**src/rtl/systolic_input_loader.sv**
```systemverilog
// Receive-side operand loader: packs a 64-bit beat stream into two 512-bit blocks (A then B),
// strobes start to the controller, and holds both blocks stable until the multiply is done.
module systolic_input_loader #(
  parameter int unsigned DATA_W = 64,
  parameter int unsigned BEATS  = 8,
  localparam int unsigned BLK_W = DATA_W * BEATS,
  localparam int unsigned CW    = (BEATS > 1) ? $clog2(BEATS) : 1
) (
  input  logic              clk,
  input  logic              reset,
  input  logic              src_valid,
  input  logic [DATA_W-1:0] src_data,
  output logic              src_ready,
  input  logic              done_matrix_mult,
  output logic [BLK_W-1:0]  matrix_a,
  output logic [BLK_W-1:0]  matrix_b,
  output logic              operands_valid,
  output logic              start_matrix_mult,
  output logic [CW-1:0]     beat_count
);

  typedef enum logic [1:0] {
    LOAD_A,
    LOAD_B,
    START,
    WAIT_DONE
  } state_e;

  state_e             state_q, state_d;
  logic [CW-1:0]      beat_q, beat_d;
  logic [BLK_W-1:0]   matrix_a_q, matrix_a_d;
  logic [BLK_W-1:0]   matrix_b_q, matrix_b_d;
  logic               src_ready_q, src_ready_d;
  logic               start_q, start_d;
  logic               operands_valid_q, operands_valid_d;

  logic               xfer;
  logic               last_beat;
  logic [CW-1:0]      slot;

  always_comb begin
    state_d    = state_q;
    beat_d     = beat_q;
    matrix_a_d = matrix_a_q;
    matrix_b_d = matrix_b_q;

    xfer      = src_valid && src_ready_q;
    last_beat = (beat_q == CW'(BEATS - 1));
    // Beat 0 lands in the most significant slot of the block.
    slot      = CW'(BEATS - 1) - beat_q;

    case (state_q)
      LOAD_A: begin
        if (xfer) begin
          matrix_a_d[slot*DATA_W +: DATA_W] = src_data;
          beat_d = last_beat ? '0 : beat_q + CW'(1);
          if (last_beat) state_d = LOAD_B;
        end
      end
      LOAD_B: begin
        if (xfer) begin
          matrix_b_d[slot*DATA_W +: DATA_W] = src_data;
          beat_d = last_beat ? '0 : beat_q + CW'(1);
          if (last_beat) state_d = START;
        end
      end
      START:     state_d = WAIT_DONE;
      WAIT_DONE: if (done_matrix_mult) state_d = LOAD_A;
      default:   state_d = LOAD_A;
    endcase

    // Outputs are registered decodes of the next state so they line up with the state flop.
    src_ready_d      = (state_d == LOAD_A) || (state_d == LOAD_B);
    start_d          = (state_d == START);
    operands_valid_d = (state_d == START) || (state_d == WAIT_DONE);
  end

  always_ff @(posedge clk or negedge reset) begin
    if (!reset) begin
      state_q          <= LOAD_A;
      beat_q           <= '0;
      matrix_a_q       <= '0;
      matrix_b_q       <= '0;
      src_ready_q      <= 1'b0;
      start_q          <= 1'b0;
      operands_valid_q <= 1'b0;
    end else begin
      state_q          <= state_d;
      beat_q           <= beat_d;
      matrix_a_q       <= matrix_a_d;
      matrix_b_q       <= matrix_b_d;
      src_ready_q      <= src_ready_d;
      start_q          <= start_d;
      operands_valid_q <= operands_valid_d;
    end
  end

  assign src_ready         = src_ready_q;
  assign start_matrix_mult = start_q;
  assign operands_valid    = operands_valid_q;
  assign matrix_a          = matrix_a_q;
  assign matrix_b          = matrix_b_q;
  assign beat_count        = beat_q;

endmodule

```
**config.mk**
```make
export PLATFORM = sky130hd
export DESIGN_NAME = systolic_input_loader
export DESIGN_NICKNAME = d
export VERILOG_FILES = /design/src/rtl/systolic_input_loader.sv
export SDC_FILE = /design/constraint.sdc
export NUM_CORES = 1
export LEC_CHECK = 0
export ABC_AREA = 1
export BUFFER_PORTS_ARGS = -buffer_cell sky130_fd_sc_hd__clkbuf_2
export CAP_MARGIN = 20
export CORE_AREA = 3 3 425 427
export DETAILED_ROUTE_END_ITERATION = 10
export DIE_AREA = 0 0 428 430
export PLACE_DENSITY = 0.39
export SLEW_MARGIN = 25
export SYNTH_ARGS = -nofsm -noshare
export SYNTH_HDL_FRONTEND = slang
export SYNTH_SLANG_ARGS = --single-unit
```
**constraint.sdc**
```tcl
create_clock -name clk -period 2.55 [get_ports clk]
set_clock_uncertainty 0.15 [all_clocks]
set_input_delay 0.255 -clock clk [delete_from_list [all_inputs] [get_ports clk]]
set_output_delay 0.255 -clock clk [all_outputs]
set_load 0.02 [all_outputs]
```
==> metrics <==
status finished clean; fin crit period between 2 and 2.5 ns; H-tree levels 4; Syn Inst Count 4901; Total GRT Usage 0.2548; die area between 150000 and 200000 µm²; first-pass GRT wire length between 300000 and 400000 µm; Fin. Hold Viols 0; Setup crit start kind register; Yosys warnings 0; most frequent cells in the layout 1990 x nand2_1, 1096 x clkbuf_2, 1031 x dfrtp_1, 603 x o21ai_0, 384 x nand4_1; WS Path Type reg -> reg; antenna violations before repair 21; area delta synth->final 37.09%; IR drop worst, VDD roughly 0.00073 V; Critical Path AT 3.05 ns; Slew Viols, Final 0; area share of the largest cell type after synthesis 0.6053; # rows approximately 150; Crit path required time 3.12 ns; Crit. End Element register; worst slew pin tran 0.8949 ns; top post-synthesis cells by area dfrtp_1 61%, nand2_1 18%, o21ai_0 7.1%, nand4_1 5.6%, clkbuf_1 2.1%; NumNets Final ~6200; Skew-Pair Late Insertion Delay ~0.78 ns; period utilization 0.9740; class of the worst hold path in -> reg; fmax 0.4026 GHz; CP Max Fanout 12; most common cell after layout, fill and taps aside nand2_1; Max-slew headroom 0.4012; vias in the first global route 40060; CTS tree done; detailed-route vias per instance 4.780; Initial Utilization 0.2417; 1st-iter DRT viols 3339; DRT Pass-1 Iters 5; clock-pin slew on the worst setup and hold paths 0.06 ns; leak pwr 33.04 nW; post-synth cell types 22; CTS Buffer Depth 3; Power, Total ~0.086 W; DP HPWL 175700 µm; share of cells above drive strength 1 0.2679; Routed WL roughly 240000 µm; Root Driver clkbuf_16; Routed WL per cell 28.47 µm; cell area after synthesis 42660 µm²; core area 176500 µm²; RD Place Congestion 0.8642; sequential fraction of the synthesis area 0.6053; vias 41020; gr ovfl total 0; Post-Syn Nets 4972; worst r2r path cells 13; chip height 430 µm; cell taking the most area after synthesis dfrtp_1; Post-route DRC 0; Final ANT Viol Nets 0; Hold Crit Depth 3; largest net degree at the start of global routing 116; Pwr Density 1467 nW/µm²; Num CTS Buffers 133; Port Buf Inserts 1097; Top Ports 1098; syn_area_per_cell 8.705 µm²; setup TNS 0 ns; Max-Cap Viols 0; final setup fails 0; clock sinks 1032; Die X approximately 430 µm; Synth Register Bits 1032
## cell families after synthesis
logic type	after synthesis	share of synthesized area
AO/OA/AOI/OAI	646	0.07578
adder cells (fa/ha/maj)	3	0.0008799
buffers and inverters	594	0.05939
flip-flops	1032	0.6053
AND/OR/NAND/NOR	2626	0.2586
## flip-flops by register name, indices dropped and copies added, names as in the netlist
register,cells
matrix_b,512
operands_valid,1
beat_count,3
matrix_a,512
start_matrix_mult,1
src_ready,1
state_q,2
## worst paths after layout
kind,startpoint,to,slack (ns)
worst max-delay path,beat_count[0],matrix_b[322],0.07
max in group asynchronous,reset,matrix_b[34],1.45
min in group asynchronous,reset,matrix_b[355],0.14
worst min register to register,matrix_a[408],matrix_a[408],0.32
worst min-delay path,src_data[39],matrix_b[39],0.13
worst max register to register,beat_count[0],matrix_b[322],0.07
## synth_stat cells, drive strengths merged
cell,number
a21oi,1
buf,144
clkbuf,245
dfrtp,1032
ha,3
inv,205
nand2,1999
nand3,75
nand4,384
nor2,168
o21ai,645
## per-stage QoR
stage / area, µm² / setup slack (ns) / utilization / std cells / hold WS (ns)
3_5_place_dp: 52590 / -0.1067 / 0.2980 / 8224 / 0.09823
6_report: 58490 / 0.06642 / 0.3314 / 8583 / 0.1288
2_1_floorplan: 42660 / 0.2917 / - / 4901 / -0.1906
4_1_cts: 57850 / 0.007159 / 0.3278 / 8537 / 0.06087
3_3_place_gp: 52590 / -0.1098 / 0.2980 / 8224 / 0.1064
5_1_grt: 58460 / -0.01168 / 0.3312 / 8573 / 0.1259
## timing repair
action,4_1_cts,5_1_grt
hold buffers,68,0
setup buffers,3,17
pin swaps,3,6
endpoints found under the hold margin,1358,0
gates resized for setup,12,33
endpoints found under the setup margin,279,443
gates cloned,3,12
## final cells by class
class / count / area [µm²]
inverter: 205 / 793.3
tap: 2340 / 2928
clock buffer: 201 / 3959
sequential: 1032 / 25830
multi-input combinational: 3275 / 14520
antenna: 17 / 42.54
fill: 18960 / 118000
timing repair buffer: 1475 / 9978
clock inverter: 38 / 437.9
## critical path: stages, from the launching register on
cell and delay (ns):
dfrtp_4 0.49, ha_2 0.20, buf_4 0.14, ha_4 0.16, inv_2 0.09, nand2_2 0.06, nor2_1 0.08, buf_4 0.18
nand2_8 0.10, nor2_4 0.21, buf_12 0.21, clkbuf_16 0.20, nand2_1 0.05, nand2_1 0.07
## layer usage
layer  GRT usage  part of all wire  vias to the layer above
li1            -                 -                    18380
met1      0.3117              0.40                    20730
met2      0.4212              0.48                     1516
met3     0.04628             0.052                      385
met4      0.1481             0.065                       12
met5           0           0.00033                        -
## power by group
part | internal [W] | total (W) | switching, W
logic | 0.0105 | 0.0409 | 0.0304
registers | 0.0219 | 0.0256 | 0.00366
clock network | 0.0114 | 0.0193 | 0.00791
total | 0.0438 | 0.0858 | 0.0420
Power figures use the tool's default switching activity.
